**src/rtl/lsu_dccm_bank_arb_pkg.sv**
```systemverilog
// Shared types and bank-index helpers for the DCCM bank arbiter.
package lsu_dccm_bank_arb_pkg;

  typedef enum logic [1:0] {WrNone, WrSb, WrCorr} wr_src_e;

  // Byte-offset bits within one bank word.
  function automatic int unsigned bank_wb(int unsigned data_width);
    return $clog2(data_width / 8);
  endfunction

  function automatic int unsigned bank_of(logic [31:0] addr, int unsigned wb, int unsigned nb);
    return (addr >> wb) & (nb - 1);
  endfunction

endpackage

```
**src/rtl/lsu_dccm_corr_fifo.sv**
```systemverilog
// ECC-correction write-back FIFO; drops pushes when full and no pop frees a slot.
module lsu_dccm_corr_fifo #(
  parameter int unsigned DEPTH = 2,
  parameter int unsigned WIDTH = 8
) (
  input  logic             clk,
  input  logic             rst_l,
  input  logic             push,
  input  logic [WIDTH-1:0] wdata,
  input  logic             pop,
  output logic             full,
  output logic             empty,
  output logic [WIDTH-1:0] head,
  output logic             overflow
);
  localparam int unsigned PW = (DEPTH > 1) ? $clog2(DEPTH) : 1;
  localparam int unsigned CW = $clog2(DEPTH + 1);

  logic [WIDTH-1:0] mem_q [DEPTH];
  logic [PW-1:0]    wr_ptr_q, wr_ptr_d, rd_ptr_q, rd_ptr_d;
  logic [CW-1:0]    cnt_q, cnt_d;
  logic             ovf_q;
  logic             pop_ok, push_ok;

  assign empty    = (cnt_q == '0);
  assign full     = (cnt_q == CW'(DEPTH));
  assign head     = mem_q[rd_ptr_q];
  assign overflow = ovf_q;
  // A pop on an empty queue is meaningless, so it never frees a slot.
  assign pop_ok   = pop && !empty;
  assign push_ok  = push && (!full || pop_ok);

  always_comb begin
    wr_ptr_d = wr_ptr_q;
    rd_ptr_d = rd_ptr_q;
    cnt_d    = cnt_q;
    if (push_ok) wr_ptr_d = (wr_ptr_q == PW'(DEPTH - 1)) ? '0 : wr_ptr_q + 1'b1;
    if (pop_ok)  rd_ptr_d = (rd_ptr_q == PW'(DEPTH - 1)) ? '0 : rd_ptr_q + 1'b1;
    if (push_ok && !pop_ok)      cnt_d = cnt_q + 1'b1;
    else if (!push_ok && pop_ok) cnt_d = cnt_q - 1'b1;
  end

  always_ff @(posedge clk or negedge rst_l) begin
    if (!rst_l) begin
      wr_ptr_q <= '0;
      rd_ptr_q <= '0;
      cnt_q    <= '0;
      ovf_q    <= 1'b0;
      for (int i = 0; i < DEPTH; i++) mem_q[i] <= '0;
    end else begin
      wr_ptr_q <= wr_ptr_d;
      rd_ptr_q <= rd_ptr_d;
      cnt_q    <= cnt_d;
      ovf_q    <= push && !push_ok;
      if (push_ok) mem_q[wr_ptr_q] <= wdata;
    end
  end

endmodule

```
**src/rtl/lsu_dccm_bank_arb.sv**
```systemverilog
// N-bank DCCM arbiter: DC1 loads vs. store-buffer/correction writes, plus DC2/DC3 read pipe.
module lsu_dccm_bank_arb
  import lsu_dccm_bank_arb_pkg::*;
#(
  parameter int unsigned DATA_WIDTH = 32,
  parameter int unsigned ECC_WIDTH  = 7,
  parameter int unsigned NUM_BANKS  = 2,
  parameter int unsigned ADDR_BITS  = 16,
  parameter int unsigned STARVE_MAX = 4,
  parameter int unsigned CORR_DEPTH = 2,
  localparam int unsigned FDATA     = DATA_WIDTH + ECC_WIDTH
) (
  input  logic                           clk,
  input  logic                           rst_l,
  input  logic                           freeze,
  input  logic                           ld_valid_dc1,
  input  logic [ADDR_BITS-1:0]           ld_addr_dc1,
  input  logic [ADDR_BITS-1:0]           ld_end_addr_dc1,
  output logic                           ld_stall_dc1,
  input  logic                           sb_valid,
  input  logic [ADDR_BITS-1:0]           sb_addr,
  input  logic [FDATA-1:0]               sb_wdata,
  output logic                           sb_commit,
  input  logic                           corr_valid_dc3,
  input  logic [ADDR_BITS-1:0]           corr_addr_dc3,
  input  logic [FDATA-1:0]               corr_wdata_dc3,
  output logic                           corr_overflow,
  output logic [NUM_BANKS-1:0]           bank_rden,
  output logic [NUM_BANKS-1:0]           bank_wren,
  output logic [NUM_BANKS*ADDR_BITS-1:0] bank_addr,
  output logic [NUM_BANKS*FDATA-1:0]     bank_wdata,
  input  logic [NUM_BANKS*FDATA-1:0]     bank_rdata,
  output logic                           rd_valid_dc3,
  output logic [FDATA-1:0]               rd_data_lo_dc3,
  output logic [FDATA-1:0]               rd_data_hi_dc3
);
  localparam int unsigned WB = bank_wb(DATA_WIDTH);
  localparam int unsigned BB = $clog2(NUM_BANKS);
  localparam int unsigned QW = ADDR_BITS + FDATA;

  logic [BB-1:0]        ld_bank_lo, ld_bank_hi, wr_bank;
  logic [BB-1:0]        bank_lo_dc2_q, bank_hi_dc2_q;
  logic [ADDR_BITS-1:0] wr_addr;
  logic [FDATA-1:0]     wr_data;
  logic [QW-1:0]        corr_head;
  logic                 corr_empty, unused_corr_full, corr_pop;
  wr_src_e              wr_src;
  logic                 wr_cand, ld_hits_w, starve, ld_grant, wr_grant;
  logic [3:0]           starve_q, starve_d;
  logic                 v_dc2_q, v_dc3_q;
  logic [FDATA-1:0]     rd_lo_q, rd_hi_q;

  lsu_dccm_corr_fifo #(
    .DEPTH(CORR_DEPTH),
    .WIDTH(QW)
  ) u_corr_fifo (
    .clk     (clk),
    .rst_l   (rst_l),
    .push    (corr_valid_dc3),
    .wdata   ({corr_addr_dc3, corr_wdata_dc3}),
    .pop     (corr_pop),
    .full    (unused_corr_full),
    .empty   (corr_empty),
    .head    (corr_head),
    .overflow(corr_overflow)
  );

  always_comb begin
    ld_bank_lo = BB'(bank_of(32'(ld_addr_dc1), WB, NUM_BANKS));
    ld_bank_hi = BB'(bank_of(32'(ld_end_addr_dc1), WB, NUM_BANKS));
    wr_src     = !corr_empty ? WrCorr : (sb_valid ? WrSb : WrNone);
    wr_addr    = (wr_src == WrCorr) ? corr_head[QW-1:FDATA] : sb_addr;
    wr_data    = (wr_src == WrCorr) ? corr_head[FDATA-1:0] : sb_wdata;
    wr_bank    = BB'(bank_of(32'(wr_addr), WB, NUM_BANKS));
    wr_cand    = (wr_src != WrNone);
    ld_hits_w  = ld_valid_dc1 && ((wr_bank == ld_bank_lo) || (wr_bank == ld_bank_hi));
    starve     = (starve_q == 4'(STARVE_MAX));
    // Starve mode flips priority: the load yields only if it actually shares the write bank.
    ld_grant   = ld_valid_dc1 && !freeze && !(starve && wr_cand && ld_hits_w);
    wr_grant   = wr_cand && !freeze && (starve || !ld_hits_w);
    ld_stall_dc1 = ld_valid_dc1 && !ld_grant;
    sb_commit  = wr_grant && (wr_src == WrSb);
    corr_pop   = wr_grant && (wr_src == WrCorr);

    starve_d = starve_q;
    if (!freeze) begin
      if (!wr_cand || wr_grant) starve_d = '0;
      else if (!starve)         starve_d = starve_q + 1'b1;
    end
  end

  always_comb begin
    bank_rden  = '0;
    bank_wren  = '0;
    bank_addr  = '0;
    bank_wdata = '0;
    for (int b = 0; b < NUM_BANKS; b++) begin
      if (wr_grant && (wr_bank == BB'(b))) begin
        bank_wren[b]                    = 1'b1;
        bank_addr[b*ADDR_BITS +: ADDR_BITS] = wr_addr;
        bank_wdata[b*FDATA +: FDATA]    = wr_data;
      end else if (ld_grant && (ld_bank_lo == BB'(b))) begin
        bank_rden[b]                    = 1'b1;
        bank_addr[b*ADDR_BITS +: ADDR_BITS] = ld_addr_dc1;
      end else if (ld_grant && (ld_bank_hi == BB'(b))) begin
        bank_rden[b]                    = 1'b1;
        bank_addr[b*ADDR_BITS +: ADDR_BITS] = ld_end_addr_dc1;
      end
    end
  end

  always_ff @(posedge clk or negedge rst_l) begin
    if (!rst_l) begin
      starve_q      <= '0;
      v_dc2_q       <= 1'b0;
      v_dc3_q       <= 1'b0;
      bank_lo_dc2_q <= '0;
      bank_hi_dc2_q <= '0;
      rd_lo_q       <= '0;
      rd_hi_q       <= '0;
    end else if (!freeze) begin
      starve_q <= starve_d;
      v_dc2_q  <= ld_grant;
      v_dc3_q  <= v_dc2_q;
      if (ld_grant) begin
        bank_lo_dc2_q <= ld_bank_lo;
        bank_hi_dc2_q <= ld_bank_hi;
      end
      if (v_dc2_q) begin
        rd_lo_q <= bank_rdata[bank_lo_dc2_q*FDATA +: FDATA];
        rd_hi_q <= bank_rdata[bank_hi_dc2_q*FDATA +: FDATA];
      end
    end
  end

  assign rd_valid_dc3   = v_dc3_q;
  assign rd_data_lo_dc3 = rd_lo_q;
  assign rd_data_hi_dc3 = rd_hi_q;

endmodule

```
**config.mk**
```make
export PLATFORM = sky130hd
export DESIGN_NAME = lsu_dccm_bank_arb
export DESIGN_NICKNAME = d
export VERILOG_FILES = /design/src/rtl/lsu_dccm_bank_arb_pkg.sv /design/src/rtl/lsu_dccm_corr_fifo.sv /design/src/rtl/lsu_dccm_bank_arb.sv
export SDC_FILE = /design/constraint.sdc
export NUM_CORES = 1
export LEC_CHECK = 0
export CORE_AREA = 4 4 160 162
export DETAILED_ROUTE_END_ITERATION = 8
export DIE_AREA = 0 0 164 166
export GPL_TIMING_DRIVEN = 1
export MAX_ROUTING_LAYER = met4
export PLACE_DENSITY_LB_ADDON = 0.3
export SYNTH_ARGS = -nofsm -noshare
export SYNTH_HDL_FRONTEND = slang
export SYNTH_HIERARCHICAL = 1
export SYNTH_SLANG_ARGS = --single-unit
```
**constraint.sdc**
```tcl
create_clock -name clk -period 4.7 [get_ports clk]
set_input_delay 0.94 -clock clk [delete_from_list [all_inputs] [get_ports clk]]
set_output_delay 0.94 -clock clk [all_outputs]
set_load 0.02 [all_outputs]
```
---- Word-level counts from Yosys, hierarchy flattened ----
Index checks and enable logic that the tools add are counted.
storage, ports and cells
  flip-flop bits (word level) ............. 201
  bits of input ports ..................... 226
  output and inout port bits .............. 196
  logic and storage cells ................. 111
operators by class
  $add $sub $neg .......................... 5
  $mul .................................... 2
  magnitude comparators ................... 3
  equal/unequal tests ..................... 7
  shifts and indexed selects .............. 2
  mux-type cells .......................... 32
  bitwise operators ....................... 6
  reduce and logical (&&, ||, !) cells .... 41
operator list
  kind                                                                number
  55-bit two-way mux                                                  4
  78-bit by 8-bit indexed part select with 39-bit output              2
  39-bit two-way mux                                                  3
  16-bit two-way mux                                                  7
  110-bit bitwise mux                                                 1
  55-bit demux with 1-bit select                                      1
  1-bit logical AND                                                   22
  1-bit by 6-bit multiplier with 7-bit output, second input constant  2
  1-bit two-way mux                                                   11
  1-bit logical NOT                                                   9
  4-bit two-way mux                                                   2
  2-bit two-way mux                                                   3
  2-bit AND reduction                                                 3
  4-bit by 1-bit adder with 4-bit output, second input constant       1
  2-bit == test, second input constant                                2
  4-bit by 3-bit == test with 1-bit output, second input constant     1
  2-bit >= comparator, second input constant                          2
  1-bit logical OR                                                    4
  1-bit NOT                                                           4
  1-bit NOT with 2-bit output                                         2
  2-bit nonzero test                                                  2
  1-bit adder, second input constant                                  2
  2-bit by 1-bit adder with 2-bit output, second input constant       1
  1-bit == test                                                       2
  5 further kinds                                                     5

---- Longest topological paths before layout ----
Gate-level depths: netlist of the first run.
  depth after elaboration ................. 19
  gate-level depth with buffers ........... 13
  gate-level depth less buffers ........... 12

---- Hierarchy ----
Netlist of the first run, hierarchy kept.
by module, submodules not included
  module              instances  cells an instance  area an instance (µm²)
  lsu_dccm_bank_arb   1          630                5567.8
  lsu_dccm_corr_fifo  1          313                5240.0

---- Least setup slack after synthesis of the first run ----
Ideal clock, no wire load.
  kind .................................... flip-flop to output port
  start point ............................. register u_corr_fifo.rd_ptr_q
  end point ............................... output bank_addr[18]
  data arrival time ....................... 2.356 ns
  data required time ...................... 3.760 ns
  slack ................................... 1.404 ns
  stages on the path, launching flop included .. 8
  path through ............................ dfrtp_1 clkbuf_1 buf_2 mux2_2 mux2i_4 mux2i_1 a21o_1 o21ai_0
between the ends
  longest elaborated chain between the ends .. 15
  elaborated cells on any way between the ends .. 21
ends and longest elaborated chain
  item                                                     RTL line                  source
  start: declaration                                       lsu_dccm_corr_fifo.sv:20  logic [PW-1:0] wr_ptr_q, wr_ptr_d, rd_ptr_q, rd_ptr_d;
  start signal: assignment                                 lsu_dccm_corr_fifo.sv:52  rd_ptr_q <= rd_ptr_d;
  1-bit NOT with 2-bit output (implied by the code) *      lsu_dccm_corr_fifo.sv:27  assign head = mem_q[rd_ptr_q];
  55-bit two-way mux (implied by the code) * (3 in a row)  lsu_dccm_corr_fifo.sv:27
  via corr_head[41]                                        lsu_dccm_bank_arb.sv:45   logic [QW-1:0] corr_head;
  16-bit two-way mux *                                     lsu_dccm_bank_arb.sv:72   wr_addr = (wr_src == WrCorr) ? corr_head[QW-1:FDATA] : sb_addr;
  1-bit == test                                            lsu_dccm_bank_arb.sv:76   ld_hits_w = ld_valid_dc1 && ((wr_bank == ld_bank_lo) || (wr_bank == ld_bank_hi));
  1-bit logical OR                                         lsu_dccm_bank_arb.sv:76
  1-bit logical AND                                        lsu_dccm_bank_arb.sv:76
  1-bit logical AND                                        lsu_dccm_bank_arb.sv:79   ld_grant = ld_valid_dc1 && !freeze && !(starve && wr_cand && ld_hits_w);
  1-bit logical NOT                                        lsu_dccm_bank_arb.sv:79
  1-bit logical AND                                        lsu_dccm_bank_arb.sv:79
  1-bit logical AND                                        lsu_dccm_bank_arb.sv:105  end else if (ld_grant && (ld_bank_hi == BB'(b))) begin
  16-bit two-way mux                                       lsu_dccm_bank_arb.sv:105
  16-bit two-way mux                                       lsu_dccm_bank_arb.sv:102  end else if (ld_grant && (ld_bank_lo == BB'(b))) begin
  16-bit two-way mux *                                     lsu_dccm_bank_arb.sv:98   if (wr_grant && (wr_bank == BB'(b))) begin
  end: declaration                                         lsu_dccm_bank_arb.sv:30   output logic [NUM_BANKS*ADDR_BITS-1:0] bank_addr,
Mark *: on every way through the listed nets, which the timed path passes. The rest lies on a longest branch. The select of a mux whose other input is x is not followed.

---- Final worst setup path of the first run ----
  start point ............................. register u_corr_fifo.cnt_q[0]
  end point ............................... output bank_addr[28]
between the ends
  longest elaborated chain between the ends .. 14
  elaborated cells on any way between the ends .. 23
ends and longest elaborated chain
  item                      RTL line                  source
  start: declaration        lsu_dccm_corr_fifo.sv:21  logic [CW-1:0] cnt_q, cnt_d;
  start signal: assignment  lsu_dccm_corr_fifo.sv:53  cnt_q <= cnt_d;
  2-bit logical NOT *       lsu_dccm_corr_fifo.sv:25  assign empty = (cnt_q == '0);
  via corr_empty            lsu_dccm_bank_arb.sv:46   logic corr_empty, unused_corr_full, corr_pop;
  2-bit two-way mux *       lsu_dccm_bank_arb.sv:71   wr_src = !corr_empty ? WrCorr : (sb_valid ? WrSb : WrNone);
  2-bit == test             lsu_dccm_bank_arb.sv:72
  16-bit two-way mux        lsu_dccm_bank_arb.sv:72
  1-bit == test             lsu_dccm_bank_arb.sv:76
  1-bit logical OR          lsu_dccm_bank_arb.sv:76
  1-bit logical AND         lsu_dccm_bank_arb.sv:76
  1-bit logical AND         lsu_dccm_bank_arb.sv:79
  1-bit logical NOT         lsu_dccm_bank_arb.sv:79
  1-bit logical AND         lsu_dccm_bank_arb.sv:79
  1-bit logical AND         lsu_dccm_bank_arb.sv:105
  16-bit two-way mux        lsu_dccm_bank_arb.sv:105
  16-bit two-way mux        lsu_dccm_bank_arb.sv:102
  16-bit two-way mux *      lsu_dccm_bank_arb.sv:98
Mark *: on every way through the listed nets, which the timed path passes. The rest lies on a longest branch.

==> results of run 1 <==
area by class of cell:
cell class,count,area (sq um)
fillers,1891,8100
well taps,324,405
flip-flops and latches,201,5030
repair buffers,438,4410
clock buffers,32,682
multi-input cells,664,5370
inverters,7,26.3
clock inverters,10,85.1
path summary, 6_finish.rpt:
path | slack [ns] | from | to | cells past startpoint
setup / recovery | 0.25 | u_corr_fifo/cnt_q[0]$_DFFE_PN0P_ | bank_addr[28] | 6
hold / removal | 0.48 | rd_data_hi_dc3[16]$_DFFE_PN0P_ | rd_data_hi_dc3[16]$_DFFE_PN0P_ | 2
max in group asynchronous | 3.21 | rst_l | u_corr_fifo/mem_q[28]$_DFFE_PN0P_ | 2
min in group asynchronous | 0.53 | rst_l | u_corr_fifo/mem_q[10]$_DFFE_PN0P_ | 1
hold reg to reg | 0.48 | rd_data_hi_dc3[16]$_DFFE_PN0P_ | rd_data_hi_dc3[16]$_DFFE_PN0P_ | 2
setup reg to reg | 1.21 | u_corr_fifo/cnt_q[0]$_DFFE_PN0P_ | u_corr_fifo/cnt_q[1]$_DFFE_PN0P_ | 11
worst max-delay path, cell delays in order, from the launching register on:
cell and delay (ns):
dfrtp_1 0.47, nor2_4 0.48, mux2i_4 0.39, nand2_1 0.11, a21oi_2 0.61, a221o_1 0.27
clkdlybuf4s50_1 0.66
per-layer routing:
| metal | GRT usage [%] | vias up | wire length, um |
|---|---|---|---|
| met3 | 7.62 | 44 | 3200 |
| li1 | - | 4110 | - |
| met5 | - | - | 0 |
| met1 | 27.0 | 4175 | 12300 |
| met4 | 5.03 | 0 | 590 |
| met2 | 39.8 | 320 | 16000 |
flip-flops by register name, indices dropped and copies added (netlist names):
name and cells:
bank_hi_dc2_q 1, bank_lo_dc2_q 1, rd_data_hi_dc3 39, rd_data_lo_dc3 39, rd_valid_dc3 1, starve_q 4
u_corr_fifo/cnt_q 2, u_corr_fifo/mem_q 110, u_corr_fifo/overflow 1, u_corr_fifo/rd_ptr_q 1, u_corr_fifo/wr_ptr_q 1, v_dc2_q 1
through the flow:
stage	util [%]	power (uW)	setup slack [ns]	hold WS (ns)
final	66.4	9670	0.248	0.477
after global routing	66.4	10200	0.0297	0.504
after CTS	66.4	9770	0.203	0.482
after detailed placement	63.2	7920	0.234	0.469
after global placement	63.2	7820	0.273	0.460
after floorplan	-	6090	1.40	0.451
where the power goes:
| group | total (uW) | switching, uW | internal (uW) |
|---|---|---|---|
| sequential | 2840 | 392 | 2450 |
| clock | 1800 | 728 | 1070 |
| combinational | 5030 | 2410 | 2620 |
==> results by stage, run 1 <==
Outcome:
- The run finished with clean final reports.

CTS:
- CTS placed an instance of clkbuf_16 at the clock tree root.
- The clock tree from TritonCTS is yes.
- The latest clock arrival within the worst-skew pair is 0.51 ns.
- The clock buffer count from CTS is 24.
- The hold-fix buffer count after cts is 0.
- No sink is reached through more buffers than the 3 on the longest clock path.
- Clock-pin slew was measured on the worst setup and hold paths at 0.06 ns.
- Counting every sink on the clock net gives 201.
- In this run the number of H-tree levels came out at 1.
- In this run the post-CTS setup repair buffer count came out at 0.
- Once the clock tree was built, the resizer swapped 0 gates to a different size.

Setup path:
- STA classifies the critical path endpoint as an output port.
- In this run the worst path has a maximum fanout of 15.
- Data arrives at the worst endpoint at 3.51 ns.
- Data on the critical path is required at its endpoint by 3.76 ns.
- The category of the most critical setup path is flop to output port.
- The kind of start point of the critical path is a flop.

Floorplanning:
- After floorplanning, the core was sized to cover 24100 sq um.
- The initial standard-cell utilization of the core is 44.8%.
- The die width is 164 um.
- The height of the die is 166 um.
- The die covers 27200 sq um.
- The row count is 57.
- The number of primary I/O pins is 422.

Detailed routing:
- The via-per-instance ratio is 5.16.
- The detailed-routing iteration count for the pre-antenna-repair pass is 5.
- The number of remaining DRC errors is 0.
- The number of nets still failing antenna checks after routing is 0.
- The detailed router placed 8649 vias in this run.
- The mean routed wirelength per cell is 19.1 um.
- Wires add up to 32100 um.
- In this run, the number of DRC markers left after iteration 0 of detailed routing was 369.

Min path:
- The worst hold path class is flop to flop.

Layout:
- Excluding fillers, the count of instances in the completed layout stands at 1676.
- Summing all non-filler instances in the final layout gives an area of 16000 sq um.
- The share of post-route cells with drive strength above 1 is 17.8%.
- The most common cell after layout, fill and taps aside is clkdlybuf4s50_1.
- The number of antenna diodes in the final layout is 0.
- From synthesis to final layout, the design area changed by 48.3%.
- In the layout the commonest cells are 419 x clkdlybuf4s50_1, 198 x dfrtp_1, 133 x mux2i_1.
- The final-stage net count is 1565.

Logic synthesis:
- The cell count after synthesis is 942.
- Yosys printed 6 warnings.
- The synthesized netlist occupies a cell area of 10800 sq um.
- The post-synthesis area per instance is 11.5 sq um.
- The net count after synthesis is 1171.

Timing:
- The final period demand of the worst path is 4.45 ns.
- The share of the cycle needed by the critical path after routing is 94.7%.
- The maximum frequency from static timing analysis is 225 MHz.
- For the final routed database, the setup TNS stands at 0 ns.
- In this run the tightest slew margin relative to its limit is 37.9%.
- The transition time at the pin with the least slew margin is 0.931 ns.
- Setup repair after global routing left no endpoint under its margin.
- The total count of hold-check failures in the final report came to 0.
- The final number of max-transition violations is 0.
- Clock skew on the completed layout was measured at 0.00850 ns.
- The setup violation total in the final timing report is 0.

Job:
- Max-cap violations in this run came to 0.

Power:
- The worst supply voltage drop on vdd is 333 uV.
- The leakage power figure is 0.00688 uW.
- The power per unit of standard cell area is 604 nW/um^2.

Global routing:
- In the global route stage, overall resource usage came out at 23.4%.
- The overflow left after global routing is 0.
- The via count of the first global-routing pass is 9118.
- The number of antenna violations at the first check in global routing is 0.
- Entering global routing, the biggest net connects 116 pins.
- The first global-routing pass estimated 49800 um of wire.

Placed design:
- In this run the cell area measured after placement is 15200 sq um.
- In this run the tool buffered the top-level ports with 420 buffer cells.
- At the end of routability-driven placement, the weighted congestion stood at 0.801.
- The placed wire-length estimate after detailed placement is 23500 um.
- The number of placed instances, taps included is 1634.
Power figures use the tool's default switching activity.
==> run 2, diff against run 1 <==
Settings changed: SETUP_SLACK_MARGIN set to 0.4.
==> run 2 against run 1 <==
  * Sequential share of layout area about the same
  * Flip-flop and latch count did not move
  * Largest power group unchanged
  * Power grew 0.13%
  * Critical path type is now input pin to output port
  * Via count about the same
==> results by stage, run 2 (synthesis gave the netlist of run 1 again) <==
Outcome:
- Run status: finished clean (unchanged).

Layout:
- The multi-input logic area is 5380 sq um (was 5370 sq um).
- The relative area change from synthesis to final layout is 48.5% (was 48.3%).
- Most frequent cells in the layout: 418 x clkdlybuf4s50_1, 198 x dfrtp_1, 133 x mux2i_1 (was 419 x clkdlybuf4s50_1, 198 x dfrtp_1, 133 x mux2i_1).
- The flip-flop count of the largest register, all copies and words added was 110 (unchanged).
- The share of post-route cells with drive strength above 1 is 17.9% (was 17.8%).
- The final-stage net count is 1567 (was 1565).
- The fill cell total of the finished layout came to 1889 (was 1891).
- The number of inserted diodes is 0 (unchanged).
- The most common cell after layout, fill and taps aside is clkdlybuf4s50_1 (unchanged).
- The sequential cell area in the final layout is 5030 sq um (unchanged).
- The top register by number of flip-flops is u_corr_fifo/mem_q (unchanged).

Setup path:
- The source of the worst register-to-register timing path is u_corr_fifo/cnt_q[0]$_DFFE_PN0P_ (unchanged).
- The category of the most critical setup path is input pin to output port (was flop to output port).
- The destination of the worst register-to-register timing path is u_corr_fifo/cnt_q[1]$_DFFE_PN0P_ (unchanged).
- The required time reported for the critical path endpoint is 3.76 ns (about the same).
- The largest fanout on the critical path is 16 (was 15).
- The internal reg-to-reg setup slack is 1.50 ns (was 1.21 ns).
- The start point of the critical path is sb_valid (was u_corr_fifo/cnt_q[0]$_DFFE_PN0P_).
- The count of cells along the worst register-to-register path is 11 (unchanged).
- The worst endpoint data arrival time is 3.28 ns (was 3.51 ns).
- The endpoint kind of the worst setup timing path is an output port (unchanged).
- The kind of start point of the critical path is an input pin (was flop).

Global routing:
- The number of antenna violations at the first check in global routing is 0 (unchanged).
- The overflow left after global routing was 0 (unchanged).
- The all-layer global routing usage is 23.4% (about the same).
- The largest net degree at the start of global routing is 116 (unchanged).
- The wire length of the first global-routing pass is 49900 um (was 49800 um).
- The via count of the first global-routing pass came to 9121 (was 9118).

Placed design:
- The placed wire-length estimate after detailed placement is 23500 um (unchanged).
- The number of input and output port buffers inserted was 420 (unchanged).
- The weighted congestion at the end of routability-driven global placement was 0.801 (unchanged).
- The setup slack after placement is 0.234 ns (unchanged).

Power:
- The sequential fraction of design power is 29.3% (was 29.4%).
- The leakage power figure came to 0.00689 uW (was 0.00688 uW).
- The power spent charging and discharging nets is 3530 uW (about the same).
- The switching portion of total power is 36.5% (about the same).
- The cell-internal power is 6150 uW (was 6140 uW).
- The power per unit of standard cell area is 604 nW/um^2 (about the same).
- The proportion of power drawn by combinational gates came to 52.1% (was 52.0%).
- The worst supply voltage drop on vdd came to 333 uV (about the same).
- The portion of total power attributed to the clock network was 18.6% (about the same).

CTS:
- The root buffer selected by CTS is clkbuf_16 (unchanged).
- The maximum number of buffers from clock root to sink is 3 (unchanged).
- The clock tree from TritonCTS was yes (unchanged).
- The hold-fix buffer count after cts is 0 (unchanged).
- The latest clock arrival within the worst-skew pair was 0.51 ns (about the same).
- The total number of clock tree sinks is 201 (unchanged).
- The clock transition at the registers of the reported paths is 0.06 ns (about the same).
- The clock buffer count from CTS came to 24 (unchanged).
- The number of H-tree levels is 1 (unchanged).

Min path:
- The cell depth of the worst min-delay path was 2 (unchanged).
- The startpoint of the worst hold path is rd_data_hi_dc3[16]$_DFFE_PN0P_ (unchanged).
- The worst hold path class is flop to flop (unchanged).
- The end of the worst hold path is rd_data_hi_dc3[16]$_DFFE_PN0P_ (unchanged).

Timing:
- The share of the cycle needed by the critical path after routing is 89.8% (was 94.7%).
- The worst max-slew margin expressed relative to the limit was 37.9% (about the same).
- The total count of hold-check failures in the final report is 0 (unchanged).
- The final number of max-transition violations is 0 (unchanged).
- The final period demand of the worst path is 4.22 ns (was 4.45 ns).
- RSZ-0062 raised after global routing: yes (was no).
- The setup violation total in the final timing report was 0 (unchanged).
- The accumulated negative setup slack is 0 ns (unchanged).
- The setup clock skew after layout is 0.00816 ns (was 0.00850 ns).
- The transition time at the pin with the least slew margin was 0.931 ns (about the same).
- The post-layout worst setup margin is 0.481 ns (was 0.248 ns).
- The maximum frequency from static timing analysis is 237 MHz (was 225 MHz).

Detailed routing:
- The total via count after detailed routing is 8651 (was 8649).
- The number of remaining DRC errors is 0 (unchanged).
- The wire length reported by the detailed router was 32100 um (about the same).
- The detailed-routing iteration count for the pre-antenna-repair pass is 4 (was 5).
- The number of nets still failing antenna checks after routing was 0 (unchanged).
- The via-per-instance ratio is 5.16 (about the same).
- The mean routed wirelength per cell was 19.1 um (about the same).
- The initial DRC count is 358 (was 369).

Floorplanning:
- The height of the die is 166 um (unchanged).
- The row count is 57 (unchanged).
- The die area came to 27200 sq um (unchanged).
- The number of primary I/O pins is 422 (unchanged).
- The area of the placeable core came to 24100 sq um (unchanged).
- The die width is 164 um (unchanged).
- The initial standard-cell utilization of the core is 44.8% (unchanged).

Job:
- The total of max-cap violations came to 0 (unchanged).
==> run 2: cell types whose count changed in the layout (fill, tap and decap cells not counted), sizes merged <==
cell,change
buf,+2
clkdlybuf4s50,-1
dlygate4sd2,+1
==> run 2: routing by layer <==
| layer | vias up | global-route usage [%] | routed length, um |
|---|---|---|---|
| met5 | - | - | 0 |
| met4 | 0 | 4.96 | 620 |
| met3 | 48 | 7.62 | 3190 |
| met2 | 326 | 39.8 | 15900 |
| met1 | 4161 | 27.1 | 12300 |
| li1 | 4116 | - | - |
==> run 2: area by class of cell <==
type                            count  share of cell area, %
Multi-Input combinational cell    664                   33.6
Timing Repair Buffer              440                   27.6
Clock buffer                       32                   4.25
Sequential cell                   201                   31.4
Inverter                            7                  0.164
Tap cell                          324                   2.53
Clock inverter                     10                  0.531
==> run 2: per-stage QoR <==
step	power (uW)	cell area [sq um]	hold WS, ns	std cells	utilization, %
6_report	9680	16000	0.476	1678	66.5
5_1_grt	10300	16000	0.504	1678	66.5
4_1_cts	9790	16000	0.482	1678	66.5
3_5_place_dp	7920	15200	0.469	1634	63.2
3_3_place_gp	7820	15200	0.460	1634	63.2
2_1_floorplan	6090	10800	0.451	942	-
==> run 2: timing repair <==
action                                  4_1_cts  5_1_grt
pin swaps                                     1        0
buffers inserted                              2        0
endpoints found under the setup margin       33        2
gates resized for setup                       2        1
==> run 2: how the worst max path moves through the flow <==
stage / to / slack [ns] / cells after the start
after floorplan: bank_addr[18] / 1.40 / 7
after global placement: bank_addr[28] / 0.27 / 7
after detailed placement: bank_addr[28] / 0.23 / 7
after CTS: bank_addr[14] / 0.47 / 7
after global routing: bank_addr[14] / 0.37 / 7
final: bank_addr[14] / 0.48 / 7
==> run 2: critical path, cell delays in order <==
cell             delay (ns)
clkdlybuf4s50_1        0.50
and2b_4                0.21
nor3_4                 0.31
a211oi_2               0.13
buf_4                  0.22
a221o_1                0.36
clkdlybuf4s50_1        0.58
==> run 2: power groups by stage <==
| stage | clock network, uW | registers [uW] | logic (uW) |
|---|---|---|---|
| finish | 1800 | 2840 | 5050 |
| global route | 1920 | 2930 | 5410 |
| CTS | 1840 | 2840 | 5100 |
| detailed placement | 0 | 2860 | 5060 |
| global placement | 0 | 2800 | 5020 |
| floorplan | 0 | 2990 | 3100 |
==> run 3, diff against run 2 <==
Settings changed: CTS_BUF_LIST set to sky130_fd_sc_hd__clkbuf_16, CTS_CLUSTER_SIZE set to 12.
==> run 3 against run 2 <==
  * Critical path depth unchanged
  * Final area about the same
  * Power about the same
  * Clock-buffer cell count down 7
  * Sequential share of layout area about the same
  * First-iteration DRC count down 7.0%
  * Critical endpoint unchanged
  * Wire length up 0.23%
  * Hold slack worse by 0.00095 ns
  * Non-clock buffer count unchanged
  * Cell count about the same
  * Highest routed layer unchanged
  * Register-to-register slack about the same
==> results by stage, run 3 (synthesis gave the netlist of run 1 again) <==
Timing:
- The worst max-slew margin expressed relative to the limit is 37.9% (about the same).
- The final number of max-transition violations is 0 (unchanged).
- RSZ-0062 raised after global routing: yes (unchanged).
- The setup clock skew after layout is 0.00978 ns (was 0.00816 ns).
- The final period demand of the worst path is 4.22 ns (about the same).
- The post-layout worst setup margin is 0.477 ns (was 0.481 ns).
- The maximum frequency from static timing analysis is 237 MHz (about the same).
- The transition time at the pin with the least slew margin came to 0.931 ns (about the same).
- The share of the cycle needed by the critical path after routing is 89.8% (about the same).
- The setup violation total in the final timing report is 0 (unchanged).
- The total count of hold-check failures in the final report is 0 (unchanged).
- The accumulated negative setup slack is 0 ns (unchanged).

Global routing:
- The number of antenna violations at the first check in global routing is 0 (unchanged).
- The overflow left after global routing was 0 (unchanged).
- The via count of the first global-routing pass was 9225 (was 9121).
- The all-layer global routing usage is 23.5% (was 23.4%).
- The wire length of the first global-routing pass is 50000 um (was 49900 um).
- The largest net degree at the start of global routing was 116 (unchanged).

Placed design:
- The placed wire-length estimate after detailed placement is 23500 um (unchanged).
- The number of input and output port buffers inserted was 420 (unchanged).
- The number of placed instances, taps included is 1634 (unchanged).
- The weighted congestion at the end of routability-driven global placement is 0.801 (unchanged).
- The setup slack after placement is 0.234 ns (unchanged).

CTS:
- The root buffer selected by CTS is clkbuf_16 (unchanged).
- The clock transition at the registers of the reported paths is 0.05 ns (was 0.06 ns).
- The latest clock arrival within the worst-skew pair came to 0.51 ns (about the same).
- The number of H-tree levels is 1 (unchanged).
- The clock tree from TritonCTS was yes (unchanged).
- The total number of clock tree sinks is 201 (unchanged).
- The maximum number of buffers from clock root to sink is 3 (unchanged).
- The clock buffer count from CTS is 24 (unchanged).

Layout:
- Most frequent cells in the layout: 418 x clkdlybuf4s50_1, 198 x dfrtp_1, 133 x mux2i_1 (unchanged).
- The relative area change from synthesis to final layout is 48.5% (about the same).
- The flip-flop count of the largest register, all copies and words added is 110 (unchanged).
- The top register by number of flip-flops is u_corr_fifo/mem_q (unchanged).
- The final-stage net count is 1567 (unchanged).
- The share of post-route cells with drive strength above 1 came to 17.8% (was 17.9%).
- The number of cells in the finished layout apart from fillers is 1679 (was 1678).
- The number of inserted diodes is 0 (unchanged).
- The post-route core utilization was 66.5% (about the same).
- The most common cell after layout, fill and taps aside is clkdlybuf4s50_1 (unchanged).

Floorplanning:
- The initial standard-cell utilization of the core is 44.8% (unchanged).
- The die width is 164 um (unchanged).
- The number of primary I/O pins is 422 (unchanged).
- The die area is 27200 sq um (unchanged).
- The row count came to 57 (unchanged).
- The area of the placeable core is 24100 sq um (unchanged).
- The height of the die came to 166 um (unchanged).

Setup path:
- The source of the worst register-to-register timing path is u_corr_fifo/cnt_q[0]$_DFFE_PN0P_ (unchanged).
- The internal reg-to-reg setup slack is 1.50 ns (about the same).
- The endpoint kind of the worst setup timing path is an output port (unchanged).
- The start point of the critical path is sb_valid (unchanged).
- The largest fanout on the critical path is 16 (unchanged).
- The count of cells along the worst register-to-register path is 11 (unchanged).
- The kind of start point of the critical path is an input pin (unchanged).
- The worst endpoint data arrival time is 3.28 ns (about the same).
- The required time reported for the critical path endpoint is 3.76 ns (about the same).
- The critical path capture point is bank_addr[14] (unchanged).
- The category of the most critical setup path is input pin to output port (unchanged).
- The destination of the worst register-to-register timing path is u_corr_fifo/cnt_q[1]$_DFFE_PN0P_ (unchanged).

Power:
- The leakage power figure is 0.00690 uW (was 0.00689 uW).
- The portion of total power attributed to the clock network was 18.6% (about the same).
- The proportion of power drawn by combinational gates came to 52.1% (about the same).
- The power per unit of standard cell area came to 604 nW/um^2 (about the same).
- The cell-internal power is 6150 uW (about the same).
- The worst supply voltage drop on vdd is 333 uV (about the same).
- The sequential fraction of design power is 29.3% (about the same).
- The power spent charging and discharging nets was 3530 uW (about the same).
- The switching portion of total power was 36.5% (about the same).
- The total power draw is 9680 uW (about the same).

Detailed routing:
- The initial DRC count is 333 (was 358).
- The total via count after detailed routing is 8673 (was 8651).
- The number of remaining DRC errors was 0 (unchanged).
- The number of nets still failing antenna checks after routing was 0 (unchanged).
- The mean routed wirelength per cell is 19.2 um (was 19.1 um).
- The detailed-routing iteration count for the pre-antenna-repair pass is 4 (unchanged).
- The via-per-instance ratio was 5.17 (was 5.16).
- The wire length reported by the detailed router was 32200 um (was 32100 um).

Job:
- The total of max-cap violations came to 0 (unchanged).

Min path:
- The cell depth of the worst min-delay path is 2 (unchanged).
- The startpoint of the worst hold path was rd_data_lo_dc3[15]$_DFFE_PN0P_ (was rd_data_hi_dc3[16]$_DFFE_PN0P_).
- The worst hold path class was flop to flop (unchanged).

Outcome:
- Run status: finished clean (unchanged).
-- run 3: cell type report --
cell class / count / area (sq um)
tap: 324 / 405
sequential: 201 / 5030
timing repair buffer: 440 / 4420
multi-input combinational: 664 / 5380
clock inverter: 18 / 139
clock buffer: 25 / 626
inverter: 7 / 26.3
fill: 1885 / 8070
-- run 3: per-stage QoR --
step | instance area (sq um) | hold slack, ns
detailed placement | 15200 | 0.469
CTS | 16000 | 0.482
global placement | 15200 | 0.460
floorplan | 10800 | 0.451
finish | 16000 | 0.475
global route | 16000 | 0.500
-- run 3: what timing repair did --
item                       4_1_cts  5_1_grt
gates cloned                     0        0
setup endpoints to repair       33        2
pin swaps                        1        0
setup buffers                    2        0
resized for setup                2        1
hold buffers                     0        0
-- run 3: how the worst min path moves through the flow --
| stage | endpoint | slack, ns |
|---|---|---|
| finish | rd_data_lo_dc3[15]$_DFFE_PN0P_ | 0.48 |
| detailed placement | rd_data_hi_dc3[20]$_DFFE_PN0P_ | 0.47 |
| global route | rd_data_hi_dc3[9]$_DFFE_PN0P_ | 0.50 |
| CTS | rd_data_hi_dc3[20]$_DFFE_PN0P_ | 0.48 |
| floorplan | v_dc2_q$_DFFE_PN0N_ | 0.45 |
| global placement | rd_data_hi_dc3[38]$_DFFE_PN0P_ | 0.46 |
-- run 3: routing by layer --
metal  vias to the layer above  GRT usage [%]  part of all wire (%)
li1                       4111              -                     -
met1                      4185           27.2                    38
met3                        45           7.50                    10
met4                         0           5.07                   1.9
met2                       332           40.1                    50
met5                         -              -                     0
-- run 3: worst max-delay path, cell delays in order --
cell and delay [ns]:
clkdlybuf4s50_1 0.50, and2b_4 0.21, nor3_4 0.31, a211oi_2 0.13, buf_4 0.22, a221o_1 0.36, clkdlybuf4s50_1 0.58
-- run 3: power groups by stage --
stage	Sequential, uW	Clock, uW	Combinational (uW)
floorplan	2990	0	3100
global placement	2800	0	5020
detailed placement	2860	0	5060
CTS	2840	1840	5100
global route	2930	1920	5410
finish	2840	1800	5040
